<file path="src/rtl/angle_peak_finder_if.sv">
// Beam-power input stream and peak-angle result bundle for angle_peak_finder.
// The master side feeds powers and reads results; the slave side is the peak finder itself.
interface angle_peak_finder_if #(
  parameter int PWR_W = 24
);
  logic                    sweep_start;
  logic                    pwr_valid;
  logic        [PWR_W-1:0] pwr;
  logic                    busy;
  logic                    wbdone;
  logic signed [7:0]       angle;
  logic        [PWR_W-1:0] peak_pwr;
  logic                    overrun;

  modport master (
    output sweep_start, pwr_valid, pwr,
    input  busy, wbdone, angle, peak_pwr, overrun
  );

  modport slave (
    input  sweep_start, pwr_valid, pwr,
    output busy, wbdone, angle, peak_pwr, overrun
  );
endinterface

</file>
<file path="src/rtl/angle_peak_finder.sv">
// Scans one sweep of beam powers and reports the signed angle of the strongest beam,
// with a single-cycle wbdone pulse when the result registers update.
module angle_peak_finder #(
  parameter int NUM_BEAMS = 37,
  parameter int ANG_MIN   = -90,
  parameter int ANG_STEP  = 5,
  parameter int PWR_W     = 24
) (
  input logic                clk,
  input logic                reset,
  angle_peak_finder_if.slave bus
);

  localparam int IDX_W = $clog2(NUM_BEAMS + 1);
  localparam logic [IDX_W-1:0] LastIdx = IDX_W'(NUM_BEAMS - 1);
  localparam logic [7:0] AngMin8  = 8'(ANG_MIN);
  localparam logic [7:0] AngStep8 = 8'(ANG_STEP);

  typedef enum logic {StIdle, StScan} state_e;

  state_e             state_q, state_d;
  logic [IDX_W-1:0]   idx_q, idx_d;
  logic [7:0]         run_ang_q, run_ang_d;
  logic [PWR_W-1:0]   best_pwr_q, best_pwr_d;
  logic [7:0]         best_ang_q, best_ang_d;
  logic [7:0]         angle_q, angle_d;
  logic [PWR_W-1:0]   peak_q, peak_d;
  logic               overrun_q, overrun_d;
  logic               wbdone_q, wbdone_d;

  logic [IDX_W-1:0]   cur_idx;
  logic [7:0]         cur_ang;
  logic [PWR_W-1:0]   cur_best_pwr;
  logic [7:0]         cur_best_ang;
  logic               take;

  always_comb begin
    state_d      = state_q;
    idx_d        = idx_q;
    run_ang_d    = run_ang_q;
    best_pwr_d   = best_pwr_q;
    best_ang_d   = best_ang_q;
    angle_d      = angle_q;
    peak_d       = peak_q;
    overrun_d    = overrun_q;
    wbdone_d     = 1'b0;
    cur_idx      = idx_q;
    cur_ang      = run_ang_q;
    cur_best_pwr = best_pwr_q;
    cur_best_ang = best_ang_q;
    take         = 1'b0;

    // A start (idle or mid-sweep) rewinds the scan; a coincident sample becomes beam 0.
    if (bus.sweep_start) begin
      state_d      = StScan;
      overrun_d    = 1'b0;
      cur_idx      = '0;
      cur_ang      = AngMin8;
      cur_best_pwr = '0;
      cur_best_ang = '0;
      idx_d        = '0;
      run_ang_d    = AngMin8;
      best_pwr_d   = '0;
      best_ang_d   = '0;
      take         = bus.pwr_valid;
    end else if (state_q == StScan) begin
      take = bus.pwr_valid;
    end else if (bus.pwr_valid) begin
      overrun_d = 1'b1;
    end

    if (take) begin
      // Strict compare keeps the lowest index on ties.
      if ((cur_idx == '0) || (bus.pwr > cur_best_pwr)) begin
        cur_best_pwr = bus.pwr;
        cur_best_ang = cur_ang;
      end
      best_pwr_d = cur_best_pwr;
      best_ang_d = cur_best_ang;
      if (cur_idx == LastIdx) begin
        angle_d   = cur_best_ang;
        peak_d    = cur_best_pwr;
        wbdone_d  = 1'b1;
        state_d   = StIdle;
        idx_d     = '0;
        run_ang_d = AngMin8;
      end else begin
        idx_d     = cur_idx + 1'b1;
        run_ang_d = cur_ang + AngStep8;
      end
    end
  end

  always_ff @(posedge clk) begin
    if (reset) begin
      state_q    <= StIdle;
      idx_q      <= '0;
      run_ang_q  <= '0;
      best_pwr_q <= '0;
      best_ang_q <= '0;
      angle_q    <= '0;
      peak_q     <= '0;
      overrun_q  <= 1'b0;
      wbdone_q   <= 1'b0;
    end else begin
      state_q    <= state_d;
      idx_q      <= idx_d;
      run_ang_q  <= run_ang_d;
      best_pwr_q <= best_pwr_d;
      best_ang_q <= best_ang_d;
      angle_q    <= angle_d;
      peak_q     <= peak_d;
      overrun_q  <= overrun_d;
      wbdone_q   <= wbdone_d;
    end
  end

  assign bus.busy     = (state_q == StScan);
  assign bus.wbdone   = wbdone_q;
  assign bus.angle    = angle_q;
  assign bus.peak_pwr = peak_q;
  assign bus.overrun  = overrun_q;

endmodule
</file>
<file path="src/flat_wrapper.sv">
// flat-port wrapper written by rule: the top's interface ports become plain ports
module angle_peak_finder_flat 
#(
  parameter int NUM_BEAMS = 37,
  parameter int ANG_MIN   = -90,
  parameter int ANG_STEP  = 5,
  parameter int PWR_W     = 24
)
  (clk, reset, bus_sweep_start, bus_pwr_valid, bus_pwr, bus_busy, bus_wbdone, bus_angle, bus_peak_pwr, bus_overrun);
  angle_peak_finder_if #(.PWR_W(PWR_W)) bus_i ();
  input logic clk;
  input logic reset;
  input wire logic [$bits(bus_i.sweep_start)-1:0] bus_sweep_start;
  input wire logic [$bits(bus_i.pwr_valid)-1:0] bus_pwr_valid;
  input wire logic [$bits(bus_i.pwr)-1:0] bus_pwr;
  output wire logic [$bits(bus_i.busy)-1:0] bus_busy;
  output wire logic [$bits(bus_i.wbdone)-1:0] bus_wbdone;
  output wire logic [$bits(bus_i.angle)-1:0] bus_angle;
  output wire logic [$bits(bus_i.peak_pwr)-1:0] bus_peak_pwr;
  output wire logic [$bits(bus_i.overrun)-1:0] bus_overrun;
  assign bus_i.sweep_start = bus_sweep_start;
  assign bus_i.pwr_valid = bus_pwr_valid;
  assign bus_i.pwr = bus_pwr;
  assign bus_busy = bus_i.busy;
  assign bus_wbdone = bus_i.wbdone;
  assign bus_angle = bus_i.angle;
  assign bus_peak_pwr = bus_i.peak_pwr;
  assign bus_overrun = bus_i.overrun;
  angle_peak_finder #(.NUM_BEAMS(NUM_BEAMS), .ANG_MIN(ANG_MIN), .ANG_STEP(ANG_STEP), .PWR_W(PWR_W)) u_core (.clk(clk), .reset(reset), .bus(bus_i));
endmodule
</file>
<file path="config.mk">
export PLATFORM = sky130hd
export DESIGN_NAME = angle_peak_finder_flat
export DESIGN_NICKNAME = d
export VERILOG_FILES = /design/src/rtl/angle_peak_finder_if.sv /design/src/rtl/angle_peak_finder.sv /design/src/flat_wrapper.sv
export SDC_FILE = /design/constraint.sdc
export NUM_CORES = 1
export LEC_CHECK = 0
export CAP_MARGIN = 10
export CORE_MARGIN = 10
export CORE_UTILIZATION = 54
export DETAILED_ROUTE_END_ITERATION = 10
export DONT_BUFFER_PORTS = 1
export GPL_ROUTABILITY_DRIVEN = 0
export GPL_TIMING_DRIVEN = 0
export PLACE_DENSITY = 0.69
export SETUP_SLACK_MARGIN = 0.3
export SYNTH_ARGS = -nofsm -noshare
export SYNTH_HDL_FRONTEND = slang
export SYNTH_SLANG_ARGS = --single-unit
</file>
<file path="constraint.sdc">
create_clock -name clk -period 3.3 [get_ports clk]
set_clock_uncertainty 0.05 [all_clocks]
set_input_delay 0.33 -clock clk [delete_from_list [all_inputs] [get_ports clk]]
set_output_delay 0.33 -clock clk [all_outputs]
set_load 0.03 [all_outputs]
</file>
**After elaboration in Yosys (flattened, before gate mapping)**

Index checks and enable logic that the tools add are counted.

- Output and inout port bits: 35
- Flip-flop bits (word level): 81
- Word-level logic and storage cells: 39
- Input bits: 28

- Magnitude comparators: 1
- $add $sub $neg: 2
- Bitwise logic cells: 2
- Reductions and logical operators: 6
- Equality and inequality tests: 1
- Muxes and demuxes: 18

Operators by type and width:

| operator | count |
|---|---|
| 2-to-1 mux 24 bit | 3 |
| 2-to-1 mux 8 bit | 6 |
| > comparator 24 bit | 1 |
| 2-to-1 mux 6 bit | 3 |
| adder 8 x 3 -> 8 bit, second input constant | 1 |
| adder 6 x 1 -> 6 bit, second input constant | 1 |
| equality test 6 bit, second input constant | 1 |
| zero test 6 bit | 1 |
| 2-to-1 mux 1 bit | 6 |
| AND reduction 2 bit | 2 |
| OR reduction 2 bit | 2 |
| NOT 1 bit | 2 |
| logical OR 1 bit | 1 |

**Longest topological paths before layout**

- Word-level depth: 5
- Mapped depth: 13
- Depth with buffers taken out: 10

**Worst setup path after synthesis**

OpenSTA, ideal clock, no wires.

- Path type: input to register
- Start point: in bus_sweep_start
- End point: reg u_core.best_pwr_q[10]
- Buffers on the path: 3
- Library setup time: 0.128 ns
- Stages: 13
- Required time: 3.122 ns
- Arrival: 2.751 ns
- Path slack: 0.372 ns
- Cell sequence: clkbuf_1 clkbuf_1 nor2b_1 inv_1 ha_1 nor2b_1 o211ai_2 a21oi_1 o311a_1 o31ai_4 buf_6 mux2i_1 nor2_1

- Longest elaborated chain between the ends: 5
- Elaborated cells on any way between the ends: 8
- Those cells by class: order compare (1); mux (5); reduce/logical (2)

RTL lines:

| what | line | source |
|---|---|---|
| start: declaration | flat_wrapper.sv:13 | `input wire logic [$bits(bus_i.sweep_start)-1:0] bus_sweep_start;` |
| 2-to-1 mux 24 bit / 2-to-1 mux 6 bit (equally long branches) | n/a |  |
| > comparator 24 bit / zero test 6 bit (equally long branches) | angle_peak_finder.sv:74 | `if ((cur_idx == '0) \|\| (bus.pwr > cur_best_pwr)) begin` |
| logical OR 1 bit | angle_peak_finder.sv:74 |  |
| 2-to-1 mux 24 bit | angle_peak_finder.sv:74 |  |
| 2-to-1 mux 24 bit * | angle_peak_finder.sv:72 | `if (take) begin` |
| end signal: assignment | angle_peak_finder.sv:109 | `best_pwr_q <= best_pwr_d;` |
| end: declaration | angle_peak_finder.sv:24 | `logic [PWR_W-1:0] best_pwr_q, best_pwr_d;` |

Every way passes the cells marked *; elsewhere a longest branch is shown, timed or not.
A chain may end at the register's enable or synchronous reset.

**Worst setup path after layout**

- Start point: in bus_sweep_start
- End point: reg u_core.best_pwr_q[12]

Same word-level chain as after synthesis.

==> flow_summary_export.csv <==
group,metric,value,unit
run_status,status,"complete, no violations",
critical_path,slowest_delay,330,ps
drt,ant_nets,0,
place,dpl.hpwl,6.83,mm
layout,nFillCells,633,
pwr,internal_power,1.54,mW
grt,grt-ovfl-total,0,
die,die_h,107,um
layout,drive_gt1_share,9.32,%
critical_path,critPathArrivalTime,2990,ps
timing,period_minus_slack,2800,ps
critical_path,critPathSlowestCell,"nor4_4",
timing,hold_viol_final,0,
layout,regArea,1620,um2
clocking,htree_levels,3,
timing,slew_violations,0,
layout,syn2layout_area_growth,10.6,%
die,ioPinCount,63,
pwr,p_comb_share,11.3,%
layout,fin_cells,582,
synthesis,synth_area_leaders,"dfxtp_1 (39%), mux2i_1 (16%), ha_1 (8.2%)",
grt,antenna_found_initial,0,
clocking,cts_tree,"yes",
timing,tightest_slew,712,ps
grt,use_met2,29.1,%
timing,holdWs,61.8,ps
pwr,swShare,25.9,%
clocking,clk_pin_slew,90,ps
synthesis,avgSynthCellArea,8.89,um2
clocking,cts_hold_buf,0,
drt,dr.pass1.iters,4,
clocking,clockRootBuffer,"clkbuf_8",
drt,wl_per_cell,16.2,um
drt,avgViaCountPerCell,5.39,
critical_path,crit_family,"simple AND/OR/NAND/NOR gates",
grt,grt_max_degree,16,
critical_path,path_common_cell,"buf_2",
critical_path,start_kind,"input port",
layout,multi_input_area,2270,um2
flow_run,drv_cap,0,
die,die-area,11500,um2
pwr,p_leak,1.81,nW
synthesis,ys_ff_latch,81,
synthesis,synth_cell_types,34,
grt,top_usage_layer,"met2",
critical_path,cp.required,3490,ps
pwr,seq_power_share,48.8,%
clocking,cts_buffer_depth,2,
synthesis,yosysSeqAreaShare,39.5,%
timing,max_slew_margin,52.0,%
place,io_buffers,0,
critical_path,critPathBufInv,5,
min_path,hold_class,"in -> reg",
die,design.core.area,7330,um2
die,start_util,56.0,%
clocking,insertion_delay,360,ps
synthesis,yosys.area.top_type,"dfxtp_1",
layout,nets,533,
timing,rsz0062_at_grt,"no",
synthesis,synth_nets,517,
place,dp_cells,561,
timing,setup-violations-final,0,
grt,grtUsageMet3,5.99,%
timing,finalCritPeriodShare,84.8,%
clocking,numCtsBuffers,9,
pwr,p_clk_share,39.8,%
timing,timing.fmax,0.357,GHz
drt,drc_errors,0,
drt,drt_wl_total,9.44,mm
layout,antenna_cells,0,
die,rows,31,
clocking,clkSinkCount,81,
pwr,p_sw,0.538,mW
critical_path,end_kind,"flip-flop",
die,die_x,107,um
pwr,power_density,457,nW/um2
grt,grt_usage,17.0,%
synthesis,netlist_area,4110,um2
synthesis,yosysWarnings,0,
drt,drt_iter0_markers,68,
critical_path,cp_cell_sequence,"clkbuf_2 > buf_2 > nor2b_1 > inv_1 > ha_1 > nand4_1 > nor4_4 > and2b_1 > a21oi_2 > o31ai_4 > buf_12 > buf_2 > mux2i_1 > nor2_1",
synthesis,synthCells,462,
grt,grt_pass1_vias,3206,
critical_path,path_max_fanout,10,
grt,grt_first_pass_wirelength,15.8,mm
critical_path,crit_type,"in -> reg",
pwr,peakVddDrop,297,uV
grt,met1_usage,19.6,%
drt,via_count,3139,
synthesis,synth_top_area_share,39.5,%
-- synth_stat cells, drive strengths merged --
master	number
and2	1
xor2	5
nand2b	1
a31oi	2
or2	6
inv	30
nor3	4
clkbuf	16
a21oi	19
o21a	3
a21boi	1
and3	2
nand3	7
o311a	1
a2bb2oi	1
buf	6
o21ai	36
and2b	1
xnor2	5
nor2b	38
a221oi	1
nor2	46
nand2	43
mux2i	66
dfxtp	81
nand4	7
ha	27
nor4	2
o211ai	1
o31ai	1
nor3b	2
-- stage by stage --
step / total power [mW] / setup TNS (ps) / utilization, % / setup WS [ps] / instance area [um2]
2_1_floorplan: 1.21 / 0 / - / 372 / 4110
3_3_place_gp: 1.25 / -11720 / 57.7 / -232 / 4230
3_5_place_dp: 1.26 / -15360 / 57.7 / -299 / 4230
4_1_cts: 2.08 / 0 / 61.1 / 334 / 4480
5_1_grt: 2.17 / 0 / 61.9 / 301 / 4540
6_report: 2.08 / 0 / 61.9 / 500 / 4540
-- cell type report --
type | count | share of cell area (%)
Timing Repair Buffer | 5 | 1.05
Clock inverter | 7 | 2.26
Tap cell | 99 | 2.73
Buffer | 22 | 2.98
Multi-Input combinational cell | 329 | 50.1
Clock buffer | 9 | 2.73
Sequential cell | 81 | 35.7
Inverter | 30 | 2.48
-- flip-flops by register name (all words and copies together) (netlist names) --
name                 flops
u_core.best_pwr_q       24
u_core.bus.peak_pwr     24
u_core.best_ang_q        8
u_core.bus.angle         8
u_core.run_ang_q         8
u_core.idx_q             6
u_core.bus.busy          1
u_core.bus.overrun       1
u_core.bus.wbdone        1
-- power groups by stage --
| stage | Combinational (mW) | Sequential, mW | Clock, mW |
|---|---|---|---|
| CTS | 0.226 | 1.01 | 0.838 |
| detailed placement | 0.223 | 1.04 | 0 |
| global placement | 0.216 | 1.04 | 0 |
| floorplan | 0.179 | 1.03 | 0 |
| global route | 0.265 | 1.02 | 0.889 |
| finish | 0.235 | 1.01 | 0.827 |
-- per-layer routing --
layer | vias up | share of wire, %
li1 | 1587 | -
met2 | 52 | 49
met3 | 9 | 6.2
met5 | - | 0
met1 | 1491 | 44
met4 | 0 | 1.2
-- cells by family after synthesis --
logic type,count (synthesis),share of synthesized area (%)
and+or+nand+nor,160,19.0
DFF,81,39.5
AOI/OAI and AO/OA,66,9.23
muxes,66,16.1
buffers and inverters,52,5.85
adders and majority gates,27,8.23
xor gates and xnor gates,10,2.13
-- final timing paths --
check | startpoint | endpoint | slack, ps | cells after the start
max | bus_sweep_start | u_core.best_pwr_q[12]$_SDFF_PP0_ | 500 | 14
min reg2reg | u_core.run_ang_q[4]$_SDFF_PP0_ | u_core.run_ang_q[4]$_SDFF_PP0_ | 530 | 3
min | bus_pwr[15] | u_core.best_pwr_q[15]$_SDFF_PP0_ | 60 | 2
max reg2reg | u_core.best_pwr_q[11]$_SDFF_PP0_ | u_core.best_pwr_q[12]$_SDFF_PP0_ | 570 | 12
-- layout by cell type (no fill, tap or decap), types with 4 or more instances in the layout --
| cell type | netlist | layout |
|---|---|---|
| ha_1 | 27 | 27 |
| mux2i_1 | 66 | 66 |
| a21oi_1 | 19 | 18 |
| nor2_1 | 46 | 46 |
| nand2_1 | 43 | 43 |
| nor2b_2 | 0 | 4 |
| xor2_1 | 5 | 5 |
| nor2b_1 | 38 | 34 |
| dfxtp_1 | 81 | 81 |
| nand4_1 | 7 | 7 |
| nand3_1 | 7 | 7 |
| clkbuf_8 | 0 | 9 |
| clkbuf_1 | 16 | 12 |
| o21ai_0 | 6 | 6 |
| buf_6 | 6 | 6 |
| o21ai_1 | 30 | 30 |
| or2_2 | 5 | 5 |
| xnor2_1 | 5 | 5 |
| inv_1 | 30 | 30 |
-- repair_timing --
item	in CTS	in global routing
cloned	0	2
resized for setup	5	11
pin swaps	1	3
setup endpoints to repair	62	62
setup buffers	1	2
(Power assumes the default switching activity.)
